`src/rtl/note_sequencer.sv`:
```
// Steps through a (pitch, duration) table, driving a square_wave_generator's
// pitch_ticks/ena with a fixed silent gap after every entry.
//
// state | meaning
// IDLE  | not playing; waits for start
// NOTE  | current entry sounding (or resting if pitch is 0)
// GAP   | silent gap after an entry; pitch_ticks held
module note_sequencer #(
    parameter int N         = 12,
    parameter int DEPTH     = 16,
    parameter int DUR_W     = 8,
    parameter int TICK_DIV  = 40_000,
    parameter int GAP_UNITS = 2
) (
    input  logic                     clk,
    input  logic                     rst,
    input  logic                     wr_ena,
    input  logic [$clog2(DEPTH)-1:0] wr_addr,
    input  logic [N-1:0]             wr_pitch,
    input  logic [DUR_W-1:0]         wr_dur,
    input  logic                     start,
    input  logic                     stop,
    input  logic                     loop,
    output logic [N-1:0]             pitch_ticks,
    output logic                     gen_ena,
    output logic                     busy,
    output logic [$clog2(DEPTH)-1:0] note_idx,
    output logic                     done
);
    localparam int IW = $clog2(DEPTH);
    localparam int PW = (TICK_DIV > 1) ? $clog2(TICK_DIV) : 1;
    localparam logic [PW-1:0]    PRESC_LAST = PW'(TICK_DIV - 1);
    localparam logic [DUR_W-1:0] GAP_LAST   = (GAP_UNITS > 0) ? DUR_W'(GAP_UNITS - 1) : '0;
    localparam logic [IW-1:0]    IDX_LAST   = IW'(DEPTH - 1);
    localparam bit               HAS_GAP    = (GAP_UNITS > 0);

    typedef enum logic [1:0] {IDLE, NOTE, GAP} state_t;

    state_t            state, state_next;
    logic [N-1:0]      pitch_mem [DEPTH];
    logic [DUR_W-1:0]  dur_mem   [DEPTH];
    logic [PW-1:0]     presc, presc_d;
    logic [DUR_W-1:0]  units, units_d;
    logic [DUR_W-1:0]  cur_dur, cur_dur_d;
    logic [N-1:0]      pitch_d;
    logic              gen_ena_d, busy_d, done_d;
    logic [IW-1:0]     idx_d, idx_inc, load_idx;
    logic              unit_end, note_end, load, enter_gap, finish, decide;

    assign idx_inc  = note_idx + IW'(1);
    assign unit_end = (presc == PRESC_LAST);
    assign note_end = (state == NOTE) && unit_end && (units == cur_dur - DUR_W'(1));

    always_ff @(posedge clk) begin
        if (rst) begin
            state       <= IDLE;
            presc       <= '0;
            units       <= '0;
            cur_dur     <= '0;
            pitch_ticks <= '0;
            gen_ena     <= 1'b0;
            busy        <= 1'b0;
            note_idx    <= '0;
            done        <= 1'b0;
            for (int i = 0; i < DEPTH; i++) begin
                pitch_mem[i] <= '0;
                dur_mem[i]   <= '0;
            end
        end else begin
            state       <= state_next;
            presc       <= presc_d;
            units       <= units_d;
            cur_dur     <= cur_dur_d;
            pitch_ticks <= pitch_d;
            gen_ena     <= gen_ena_d;
            busy        <= busy_d;
            note_idx    <= idx_d;
            done        <= done_d;
            // Loads read the pre-edge table, so a same-edge write is not seen.
            if (wr_ena) begin
                pitch_mem[wr_addr] <= wr_pitch;
                dur_mem[wr_addr]   <= wr_dur;
            end
        end
    end

    always_comb begin
        state_next = state;
        load       = 1'b0;
        load_idx   = '0;
        enter_gap  = 1'b0;
        finish     = 1'b0;
        decide     = 1'b0;
        if (!stop) begin
            case (state)
                IDLE: begin
                    if (start) begin
                        if (dur_mem[0] != '0) load = 1'b1;
                        else                  finish = 1'b1;
                    end
                end
                NOTE: begin
                    if (note_end) begin
                        if (HAS_GAP) enter_gap = 1'b1;
                        else         decide = 1'b1;
                    end
                end
                GAP: begin
                    if (unit_end && units == GAP_LAST) decide = 1'b1;
                end
                default: ;
            endcase
            if (decide) begin
                if (note_idx != IDX_LAST && dur_mem[idx_inc] != '0) begin
                    load     = 1'b1;
                    load_idx = idx_inc;
                end else if (loop && dur_mem[0] != '0) begin
                    load = 1'b1;
                end else begin
                    finish = 1'b1;
                end
            end
        end
        if (stop || finish) state_next = IDLE;
        else if (load)      state_next = NOTE;
        else if (enter_gap) state_next = GAP;
    end

    always_comb begin
        pitch_d   = pitch_ticks;
        gen_ena_d = gen_ena;
        idx_d     = note_idx;
        cur_dur_d = cur_dur;
        presc_d   = presc;
        units_d   = units;
        done_d    = finish;
        busy_d    = (state_next != IDLE);
        if (stop) begin
            pitch_d   = '0;
            gen_ena_d = 1'b0;
            idx_d     = '0;
            presc_d   = '0;
            units_d   = '0;
        end else if (load) begin
            idx_d     = load_idx;
            pitch_d   = pitch_mem[load_idx];
            gen_ena_d = (pitch_mem[load_idx] != '0);
            cur_dur_d = dur_mem[load_idx];
            presc_d   = '0;
            units_d   = '0;
        end else if (enter_gap) begin
            gen_ena_d = 1'b0;
            presc_d   = '0;
            units_d   = '0;
        end else if (finish) begin
            gen_ena_d = 1'b0;
            pitch_d   = '0;
            presc_d   = '0;
            units_d   = '0;
        end else if (state != IDLE) begin
            presc_d = unit_end ? '0 : presc + PW'(1);
            units_d = units + DUR_W'(unit_end);
        end
    end
endmodule

```
`config.mk`:
```
export PLATFORM = sky130hd
export DESIGN_NAME = note_sequencer
export DESIGN_NICKNAME = d
export VERILOG_FILES = /design/src/rtl/note_sequencer.sv
export SDC_FILE = /design/constraint.sdc
export NUM_CORES = 1
export LEC_CHECK = 0
export BUFFER_PORTS_ARGS = -buffer_cell sky130_fd_sc_hd__clkbuf_2
export CELL_PAD_IN_SITES_DETAIL_PLACEMENT = 2
export CELL_PAD_IN_SITES_GLOBAL_PLACEMENT = 2
export CORE_MARGIN = 5
export CORE_UTILIZATION = 45
export CTS_BUF_LIST = sky130_fd_sc_hd__clkbuf_4 sky130_fd_sc_hd__clkbuf_8
export CTS_CLUSTER_DIAMETER = 30
export DETAILED_ROUTE_END_ITERATION = 8
export GPL_ROUTABILITY_DRIVEN = 0
export HOLD_SLACK_MARGIN = 0.03
export PLACE_DENSITY_LB_ADDON = 0.1
export SLEW_MARGIN = 25
export SYNTH_ARGS = -nofsm -noshare
export SYNTH_HDL_FRONTEND = slang
export SYNTH_SLANG_ARGS = --single-unit
```
`constraint.sdc`:
```
create_clock -name clk -period 4.6 [get_ports clk]
set_input_delay 0.92 -clock clk [delete_from_list [all_inputs] [get_ports clk]]
set_output_delay 0.92 -clock clk [all_outputs]
set_load 0.01 [all_outputs]
```
==> results of run 1 <==
## how the worst max path moves through the flow
stage,from,end,cells after the start
after global placement,note_idx[0],gen_ena,11
after CTS,note_idx[0],gen_ena,12
after global routing,note_idx[1],gen_ena,12
after floorplan,note_idx[1],gen_ena,14
after detailed placement,note_idx[0],gen_ena,11
final,note_idx[1],gen_ena,12
## logic make-up (layout without fill, tap and decap cells)
kind of cell / count (synthesis) / in the layout
AO/OA/AOI/OAI: 205 / 205
multiplexers: 103 / 103
adder cells (fa/ha/maj): 5 / 5
XOR/XNOR: 35 / 35
AND/OR/NAND/NOR: 689 / 689
flip-flops: 373 / 373
buffers and inverters: 123 / 290
other: 0 / 1
## power by group
group / leakage (nW) / total, mW / internal [mW] / switching, mW
Sequential: 3.48 / 3.96 / 3.85 / 0.111
Combinational: 3.34 / 0.423 / 0.115 / 0.308
Clock: 1.20 / 5.28 / 3.35 / 1.93
## layout by cell type (no fill, tap or decap), types with 11 or more instances in the layout
cell	synthesis	final
or3_1	11	11
clkinv_1	0	19
mux2i_1	77	77
edfxtp_1	320	320
nor3_1	40	35
clkbuf_2	0	48
nor4_1	18	18
clkbuf_4	0	13
o22ai_1	19	19
bufinv_16	0	20
nand2_1	76	76
mux4_2	17	17
o21ai_0	12	12
or2_2	29	29
xor2_1	19	19
clkbuf_8	0	104
buf_4	4	47
a22oi_1	29	29
clkinv_2	0	13
and2_1	325	325
xnor2_1	16	16
a21oi_1	38	38
nand3_1	26	26
dfxtp_1	53	52
nor2_1	95	94
## timing repair
action | CTS | global route
resized for setup | 0 | 1
setup endpoints to repair | 0 | 3
endpoints found under the hold margin | 0 | 0
## registers in the layout, indices dropped and copies added, names as in the netlist, 2 cells and up
signal,flops
pitch_ticks,12
pitch_mem,192
note_idx,4
state,2
cur_dur,8
dur_mem,128
presc,16
units,8
## metal layers
layer,vias to the layer above,part of all wire [%],GRT usage (%)
li1,5845,-,-
met1,7415,40,42.5
met2,784,47,53.0
met3,215,9.7,10.9
met4,4,3.8,12.2
met5,-,0.030,0
## area by class of cell
class,count,share of cell area (%)
Sequential cell,373,49.6
Multi-Input combinational cell,1037,33.1
Clock buffer,117,7.10
Clock inverter,67,4.08
Tap cell,525,3.05
Timing Repair Buffer,97,2.94
Inverter,9,0.157
Antenna cell,1,0.0116
## worst min-delay path: stages, from the launching register on
cell     delay (ns)
dfxtp_1        0.31
nand2_1        0.05
nand2_1        0.04
==> impl_results.md, run 1 <==
- Syn Std Cell Area: 18200 sq um
- Total CTS buffers: 98
- Hold path endpoint: pitch_ticks[8]
- Number of enable flip-flop cells after synthesis: 320
- Share of cells above drive strength 1: 20.1%
- Post-CTS Setup Repair Bufs: 0
- I/O Pins: 49
- Worst slew pin tran: 1.01 ns
- Crit path kind: reg2reg
- Setup crit end kind: register
- Post-synthesis xor/xnor area fraction: 1.68%
- R2r setup slk: 0.06 ns
- Simple-Gate Fraction of Synth Area: 21.4%
- Die width: 211 um
- Hold Crit Class: reg2reg
- Max stage delay cell, worst path: o32a_1
- FF-to-FF path depth: 12
- Ys flop type: edfxtp_1
- Grt ovf: 0
- Post-synth cell types: 76
- Die Y-Extent: 211 um
- DRC: 0
- Maximum clock frequency: 220 MHz
- Critical Path Start Type: register
- Pwr Total: 9.67 mW
- Final Hold Viols: 0
- Most common cell in the netlist: and2_1
- Largest family of logic cells by synthesized area: simple AND/OR/NAND/NOR gates
- Worst Path Max Fanout: 26
- First-pass GRT wire length: 108000 um
- Final WL: 74400 um
- Initial Util: 45.7%
- Yosys top cell area share: 52.7%
- H-tree depth: 3
- Largest net degree at the start of global routing: 57
- Pwr/cell area: 449 nW/um^2
- Cells after synthesis: 1533
- WL/cell: 33.4 um
- Maximum VDD drop: 0.000260 V
- Via/cell ratio: 6.41
- RSZ-0062 raised after global routing: no
- CTS tree: yes
- Core area: 39900 sq um
- Port Buffers: 48
- Dpl cells: 2041
- # fillers: 3766
- CP bufs+invs: 1
- Area leader, netlist: edfxtp_1
- Final core occ: 53.9%
- Delay of the slowest critical-path stage: 0.57 ns
- CTS hold repair buffers: 0
- Tmin final: 4.54 ns
- Area after DPL: 19100 sq um
- Storage element area: 10700 sq um
- Final setup TNS: 0 ns
- Initial antenna violation count: 2
- Fin nets: 1651
- Hold path cells: 2
- Clock root cell: clkbuf_8
- Placed wire-length estimate: 44200 um
- Clk Latency, worst-skew pair: 0.72 ns
- Ranking of synthesized cells by area: edfxtp_1 (53%), and2_1 (11%), dfxtp_1 (5.8%)
- #FFs+latches synth: 373
- CTS Sinks: 373
- Max-slew violation count: 0
- Worst rel slew slack: 32.5%
- # Max-Cap Violations: 0
- Synth top cells by count: and2_1 (325), edfxtp_1 (320), nor2_1 (95)
- Complex-gate fraction of the synthesized area: 8.38%
- Setup WS pre-CTS: 0.168 ns
- Post-synthesis mux area share: 6.88%
- DRT antenna net count: 0
- Worst-path cell chain: ha_4, nor3_1, a211oi_1, a311o_1, o32a_1, o2111ai_2, buf_4, a2111oi_0, nor3_1, nor3_1, o211ai_1, o32a_1
- Worst R2R Start: note_idx[1]
- Outcome: completed
- Final hold slack: 0.449 ns
- WP data arrival: 5.11 ns
- Setup ws final: 0.0598 ns
- Global-route usage over all layers: 33.2%
- Min-delay src: pitch_ticks[8]
- Final instance area: 21500 sq um
- Static Leak: 8.02 nW
- Post-synthesis adder-cell area fraction: 0.343%
- Routed vias: 14300
- Vias in the first global route: 15600
- Tcrit/Tclk final: 98.7%
- Max Root-Sink Buffers: 3
- Post-synthesis async set-or-reset flop share: 0%
- DIE AREA: 44700 sq um
- Ys Warns: 0
- Sequential area share after synthesis: 58.5%
- Area added between synthesis and finish: 18.1%
- Reg clk slew, reported paths: 0.06 ns
- Rows: 73
- Reg-to-reg endpoint: gen_ena
- Most common cell type on the critical path: nor3_1
- Initial DRC count: 1414
- Worst endpoint required time: 5.17 ns
- Setup Skew: 0.0472 ns
- Multi-input gate area: 7130 sq um
- CP delay by family, top: compound AO/OA/AOI/OAI gates
- Syn_area_per_cell: 11.9 sq um
- Pre-Repair DR Iteration Count: 7
- Fin cells: 2226
- Synthesized Nets: 1568
- # setup viols final: 0
No activity file was read; power rests on OpenSTA's default activity.
==> run 2, diff against run 1 <==
Settings changed: ABC_AREA set to 1, CORE_ASPECT_RATIO set to 1.75, CORE_UTILIZATION 45 to 41.
==> run 2 against run 1 <==
Sequential cell count stayed put. First-iteration DRC count is 38% lower. Non-clock buffer count is 2 lower. Worst hold slack better by 0.030 ns. Critical path depth is 7 higher. Largest cell class unchanged. Largest power group is now registers. Highest routed layer is now met4.
==> impl_results.md, run 2 <==
- Number of enable flip-flop cells after synthesis: 320 (unchanged)
- Max FFs per register: 192 (unchanged)
- CTS tree: yes (unchanged)
- Final core occ: 46.9% (was 53.9%)
- Worst rel slew slack: 32.6% (was 32.5%)
- Final hold slack: 0.478 ns (was 0.449 ns)
- Post-CTS Setup Repair Bufs: 0 (unchanged)
- DRT antenna net count: 0 (unchanged)
- Dpl cells: 2648 (was 2041)
- Clk Latency, worst-skew pair: 0.66 ns (was 0.72 ns)
- Pwr/cell area: 392 nW/um^2 (was 449 nW/um^2)
- Fin nets: 2185 (was 1651)
- Syn_area_per_cell: 8.78 sq um (was 11.9 sq um)
- Total CTS buffers: 77 (was 98)
- Commonest non-fill, non-tap cells in the layout: nor2_1 (417), nand2_1 (331), edfxtp_1 (320) (was and2_1 (325), edfxtp_1 (320), clkbuf_8 (104))
- Worst slew pin tran: 1.01 ns (about the same)
- Hold Crit Class: reg2reg (unchanged)
- Ranking of synthesized cells by area: edfxtp_1 (52%), nor2_1 (8.4%), nand2_1 (6.8%) (was edfxtp_1 (53%), and2_1 (11%), dfxtp_1 (5.8%))
- Max-slew violation count: 0 (unchanged)
- Sequential area share after synthesis: 57.4% (was 58.5%)
- Area after DPL: 19400 sq um (was 19100 sq um)
- WP data arrival: 4.71 ns (was 5.11 ns)
- Tcrit/Tclk final: 90.3% (was 98.7%)
- Die Y-Extent: 292 um (was 211 um)
- Fin cells: 2788 (was 2226)
- Worst Path Max Fanout: 39 (was 26)
- Core area: 45000 sq um (was 39900 sq um)
- Vias in the first global route: 17900 (was 15600)
- Initial DRC count: 873 (was 1414)
- Final instance area: 21100 sq um (was 21500 sq um)
- Routed vias: 15700 (was 14300)
- Synth top cells by count: nor2_1 (418), nand2_1 (339), edfxtp_1 (320) (was and2_1 (325), edfxtp_1 (320), nor2_1 (95))
- Share of cells above drive strength 1: 12.1% (was 20.1%)
- Initial antenna violation count: 1 (was 2)
- Largest Register: pitch_mem (unchanged)
- Via/cell ratio: 5.64 (was 6.41)
- Setup Skew: 0.0314 ns (was 0.0472 ns)
- Grt ovf: 0 (unchanged)
- Final setup TNS: 0 ns (unchanged)
- Crit path kind: reg2reg (unchanged)
- DIE AREA: 49900 sq um (was 44700 sq um)
- CTS Sinks: 373 (unchanged)
- Delay of the slowest critical-path stage: 0.46 ns (was 0.57 ns)
- Final WL: 71100 um (was 74400 um)
- Global-route usage over all layers: 28.6% (was 33.2%)
- Static Leak: 8.88 nW (was 8.02 nW)
- Rows: 103 (was 73)
- Synthesized Nets: 2153 (was 1568)
- H-tree depth: 3 (unchanged)
- WL/cell: 25.5 um (was 33.4 um)
- #FFs+latches synth: 373 (unchanged)
- Cells after synthesis: 2118 (was 1533)
- CTS hold repair buffers: 0 (unchanged)
- Top Registers: pitch_mem x192, dur_mem x128, presc x16 (unchanged)
- I/O Pins: 49 (unchanged)
- Area leader, netlist: edfxtp_1 (unchanged)
- Outcome: completed (unchanged)
- Maximum clock frequency: 241 MHz (was 220 MHz)
- Tmin final: 4.16 ns (was 4.54 ns)
- # Max-Cap Violations: 0 (unchanged)
- DRC: 0 (unchanged)
- Clock root cell: clkbuf_8 (unchanged)
- Cts repair resizes: 0 (unchanged)
- Ys Warns: 0 (unchanged)
- Max stage delay cell, worst path: buf_4 (was o32a_1)
- # setup viols final: 0 (unchanged)
- Most common cell type on the critical path: nand2_1 (was nor3_1)
- Critical Path Start Type: register (unchanged)
- RSZ-0062 raised after global routing: no (unchanged)
- Final Hold Viols: 0 (unchanged)
- Largest net degree at the start of global routing: 110 (was 57)
- Die width: 171 um (was 211 um)
- Pre-Repair DR Iteration Count: 5 (was 7)
- Post-synth cell types: 43 (was 76)
- Maximum VDD drop: 0.000228 V (was 0.000260 V)
- Worst-path cell chain: buf_4, inv_1, buf_4, nand2_1, nand3_1, nand3_1, nand2_1, nand3b_1, nor2_2, nor2_8, nand2_8, nand2_1, a21boi_2, nor2_4, a21oi_4, nand2_1, nor2_2, inv_2, nor3b_1 (was ha_4, nor3_1, a211oi_1, a311o_1, o32a_1, o2111ai_2, buf_4, a2111oi_0, nor3_1, nor3_1, o211ai_1, o32a_1)
- First-pass GRT wire length: 107000 um (was 108000 um)
- Most common cell in the netlist: nor2_1 (was and2_1)
- Syn Std Cell Area: 18600 sq um (was 18200 sq um)
- Port Buffers: 48 (unchanged)
- Placed wire-length estimate: 47800 um (was 44200 um)
- Area added between synthesis and finish: 13.4% (was 18.1%)
- Setup crit end kind: register (unchanged)
- Worst endpoint required time: 5.15 ns (was 5.17 ns)
- Reg clk slew, reported paths: 0.07 ns (was 0.06 ns)
- Ys flop type: edfxtp_1 (unchanged)
- Post-synthesis async set-or-reset flop share: 0% (unchanged)
- Initial Util: 41.4% (was 45.7%)
- Commonest non-fill, non-tap cell in the layout: nor2_1 (was and2_1)
- Yosys top cell area share: 51.7% (was 52.7%)
- Max Root-Sink Buffers: 3 (unchanged)
-- run 2: logic make-up after synthesis --
family | share of synthesized area (%)
flip-flops | 57.4
buffers and inverters | 9.03
AND/OR/NAND/NOR | 26.4
XOR/XNOR | 1.12
adder cells (fa/ha/maj) | 0.336
AO/OA/AOI/OAI | 5.73
-- run 2: final timing paths --
kind | start | to | slack, ns | depth (start not counted)
worst max-delay path | note_idx[0] | units[2] | 0.44 | 19
worst min-delay path | pitch_ticks[0] | pitch_ticks[0] | 0.48 | 2
worst max register to register | note_idx[0] | units[2] | 0.44 | 19
worst min register to register | pitch_ticks[0] | pitch_ticks[0] | 0.48 | 2
-- run 2: final cells by class --
| class | count | area (sq um) |
|---|---|---|
| Clock buffer | 101 | 1270 |
| Sequential cell | 373 | 10700 |
| Timing Repair Buffer | 95 | 681 |
| Fill cell | 4956 | 23900 |
| Multi-Input combinational cell | 1326 | 6290 |
| Inverter | 277 | 1040 |
| Antenna cell | 1 | 2.50 |
| Tap cell | 577 | 722 |
| Clock inverter | 38 | 417 |
-- run 2: per-stage QoR --
stage	worst slack [ns]	power, mW
final	0.444	8.27
after detailed placement	0.498	4.49
after CTS	0.409	8.34
after global routing	0.147	8.58
after global placement	0.719	4.45
after floorplan	1.77	4.25
-- run 2: where the power goes --
part / leakage, nW / internal (mW) / switching (mW) / total (mW)
Sequential: 3.48 / 3.85 / 0.0772 / 3.93
Clock: 0.867 / 2.23 / 1.62 / 3.86
Combinational: 4.54 / 0.120 / 0.373 / 0.493
-- run 2: worst max-delay path, delay by kind of cell, from the launching register on --
kind,cells,cell delay (ns)
compound gates,2,0.62
buf+inv,4,1.08
flops,1,0.34
simple gates,13,1.92
-- run 2: routing by layer --
layer  track usage, %  part of all wire, %
met5                0                    0
met4             20.1                  8.1
met3             4.46                  3.5
met1             27.6                   33
met2             54.0                   55
==> run 3, diff against run 2 <==
--- a/config.mk
+++ b/config.mk
@@ -15,4 +15,5 @@
 export CTS_BUF_LIST = sky130_fd_sc_hd__clkbuf_4 sky130_fd_sc_hd__clkbuf_8
 export CTS_CLUSTER_DIAMETER = 30
+export CTS_CLUSTER_SIZE = 25
 export DETAILED_ROUTE_END_ITERATION = 8
 export GPL_ROUTABILITY_DRIVEN = 0
==> constraint.sdc (replaced) <==
create_clock -name clk -period 4.6 [get_ports clk]
set_input_delay 0.23 -clock clk [delete_from_list [all_inputs] [get_ports clk]]
set_output_delay 0.23 -clock clk [all_outputs]
set_load 0.01 [all_outputs]
==> run 3 against run 2 <==
Global-route usage rose by 0.84 points. Total power is 1.1% lower. Wire length up 3.1%. Clock skew up 0.0085 ns. Register-to-register slack is essentially flat. Final area about the same. Worst setup slack improved by 0.013 ns. Worst hold slack worse by 0.34 ns. Clock power down 3%. Sequential power barely moved. Combinational power increased by 3%. Largest power group unchanged.
==> impl_results.md, run 3 (synthesized netlist as in run 2, its figures left out) <==
- Initial antenna violation count: 1 (unchanged)
- Setup Skew: 0.0399 ns (was 0.0314 ns)
- Total CTS buffers: 69 (was 77)
- Reg clk slew, reported paths: 0.07 ns (about the same)
- Vias in the first global route: 18100 (was 17900)
- DRT antenna net count: 0 (unchanged)
- Commonest non-fill, non-tap cells in the layout: nor2_1 (417), nand2_1 (334), edfxtp_1 (320) (was nor2_1 (417), nand2_1 (331), edfxtp_1 (320))
- Port Buffers: 48 (unchanged)
- Sw Pwr: 2.13 mW (was 2.07 mW)
- RSZ-0062 raised after global routing: no (unchanged)
- Min-delay src: stop (was pitch_ticks[0])
- Worst slew pin tran: 0.967 ns (was 1.01 ns)
- Commonest non-fill, non-tap cell in the layout: nor2_1 (unchanged)
- Share of cells above drive strength 1: 11.9% (was 12.1%)
- Final setup TNS: 0 ns (unchanged)
- Fin nets: 2186 (was 2185)
- Top Registers: pitch_mem x192, dur_mem x128, presc x16 (unchanged)
- Hold Crit Class: in2reg (was reg2reg)
- Largest Register: pitch_mem (unchanged)
- # setup viols final: 0 (unchanged)
- CTS tree: yes (unchanged)
- I/O Pins: 49 (unchanged)
- Hold path cells: 4 (was 2)
- Combinational share of power: 6.2% (was 6.0%)
- Clk Latency, worst-skew pair: 0.66 ns (about the same)
- Initial Util: 41.4% (unchanged)
- Switch share: 26.0% (was 25.1%)
- Area added between synthesis and finish: 13.3% (was 13.4%)
- Pre-Repair DR Iteration Count: 5 (unchanged)
- Max FFs per register: 192 (unchanged)
- Pwr/cell area: 388 nW/um^2 (was 392 nW/um^2)
- WL/cell: 26.3 um (was 25.5 um)
- Initial DRC count: 932 (was 873)
- Die Y-Extent: 292 um (unchanged)
- DIE AREA: 49900 sq um (unchanged)
- Placed wire-length estimate: 48800 um (was 47800 um)
- WP data arrival: 4.69 ns (was 4.71 ns)
- Wl on met1: 24300 um (was 23800 um)
- Final Hold Viols: 0 (unchanged)
- Cts repair resizes: 0 (unchanged)
- Maximum VDD drop: 0.000244 V (was 0.000228 V)
- Setup WS pre-CTS: 0.616 ns (was 0.498 ns)
- Tmin final: 4.14 ns (was 4.16 ns)
- CTS Sinks: 373 (unchanged)
- DRC: 0 (unchanged)
- H-tree depth: 3 (unchanged)
- Metal2 WL: 40500 um (was 39100 um)
- Reg power frac: 48.0% (was 47.4%)
- Wire length on met3: 2680 um (was 2490 um)
- Worst endpoint required time: 5.14 ns (was 5.15 ns)
- Max-slew violation count: 0 (unchanged)
- Grt ovf: 0 (unchanged)
- Via/cell ratio: 5.70 (was 5.64)
- Crit path kind: reg2reg (unchanged)
- Die width: 171 um (unchanged)
- Static Leak: 8.87 nW (was 8.88 nW)
- Largest net degree at the start of global routing: 89 (was 110)
- Core area: 45000 sq um (unchanged)
- Critical Path Start Type: register (unchanged)
- Outcome: completed (unchanged)
- Max layer used: met4 (unchanged)
- Clock power share: 45.8% (was 46.6%)
- Worst Path Max Fanout: 56 (was 39)
- Tcrit/Tclk final: 90.0% (was 90.3%)
- Internal power: 6.06 mW (was 6.20 mW)
- Crit path from: note_idx[1] (was note_idx[0])
- Setup ws final: 0.458 ns (was 0.444 ns)
- Clock root cell: clkbuf_8 (unchanged)
- Worst R2R Start: note_idx[1] (was note_idx[0])
- Max Root-Sink Buffers: 3 (unchanged)
- Final WL: 73400 um (was 71100 um)
- Routed vias: 15900 (was 15700)
- Maximum clock frequency: 241 MHz (about the same)
- First-pass GRT wire length: 109000 um (was 107000 um)
- Final core occ: 46.9% (about the same)
- Worst rel slew slack: 35.4% (was 32.6%)
- Rows: 103 (unchanged)
- # Max-Cap Violations: 0 (unchanged)
- Setup crit end kind: register (unchanged)
- FF-to-FF path depth: 22 (was 19)
- Global-route usage over all layers: 29.5% (was 28.6%)
## run 3: worst max-delay path, cell delays in order, from the launching register on
cell,delay (ns)
dfxtp_1,0.34
ha_1,0.34
inv_2,0.42
nor2_1,0.13
nand2_1,0.09
nand3_1,0.08
o21ai_1,0.10
nor2_1,0.10
nand2_1,0.09
nand2_1,0.11
nand2_2,0.24
buf_4,0.60
nand4_1,0.20
nand3_1,0.13
nand3_1,0.10
nand3_1,0.29
nand2_1,0.14
nor2_1,0.11
nand2_1,0.06
nor2_1,0.11
nand2_1,0.06
nand2_1,0.06
nand2_1,0.07
## run 3: worst paths after layout
check	end	slack, ns
worst min-delay path	pitch_ticks[0]	0.14
worst min register to register	pitch_ticks[0]	0.48
worst max-delay path	gen_ena	0.46
worst max register to register	gen_ena	0.46
## run 3: layout make-up
class / count / area [sq um]
clock buffers: 79 / 1040
diodes: 1 / 2.50
well taps: 577 / 722
inverters: 277 / 1040
flip-flops and latches: 373 / 10700
clock inverters: 49 / 561
fillers: 4877 / 23900
repair buffers: 104 / 766
multi-input cells: 1326 / 6290
## run 3: per-layer routing
| layer | vias up | track usage [%] |
|---|---|---|
| met5 | - | 0 |
| met4 | 0 | 20.3 |
| met3 | 255 | 4.25 |
| met2 | 421 | 56.2 |
| met1 | 8123 | 28.2 |
| li1 | 7082 | - |
## run 3: power groups by stage
stage | clock, mW | sequential [mW] | combinational, mW
final | 3.75 | 3.92 | 0.508
after global routing | 3.99 | 3.94 | 0.549
after CTS | 3.82 | 3.92 | 0.513
after detailed placement | 0 | 3.99 | 0.503
after global placement | 0 | 3.98 | 0.478
after floorplan | 0 | 3.96 | 0.288
## run 3: timing repair
action	in CTS	in global routing
setup buffers	0	0
hold endpoints to repair	2	0
hold buffers	2	0
## run 3: per-stage QoR
| stage | power [mW] | hold WS (ns) | instance area (sq um) | instances |
|---|---|---|---|---|
| finish | 8.18 | 0.139 | 21100 | 2786 |
| floorplan | 4.25 | 0.408 | 18600 | 2118 |
| CTS | 8.26 | 0.140 | 21100 | 2785 |
| detailed placement | 4.50 | 0.471 | 19500 | 2655 |
| global route | 8.48 | 0.146 | 21100 | 2786 |
| global placement | 4.46 | 0.469 | 19400 | 2655 |
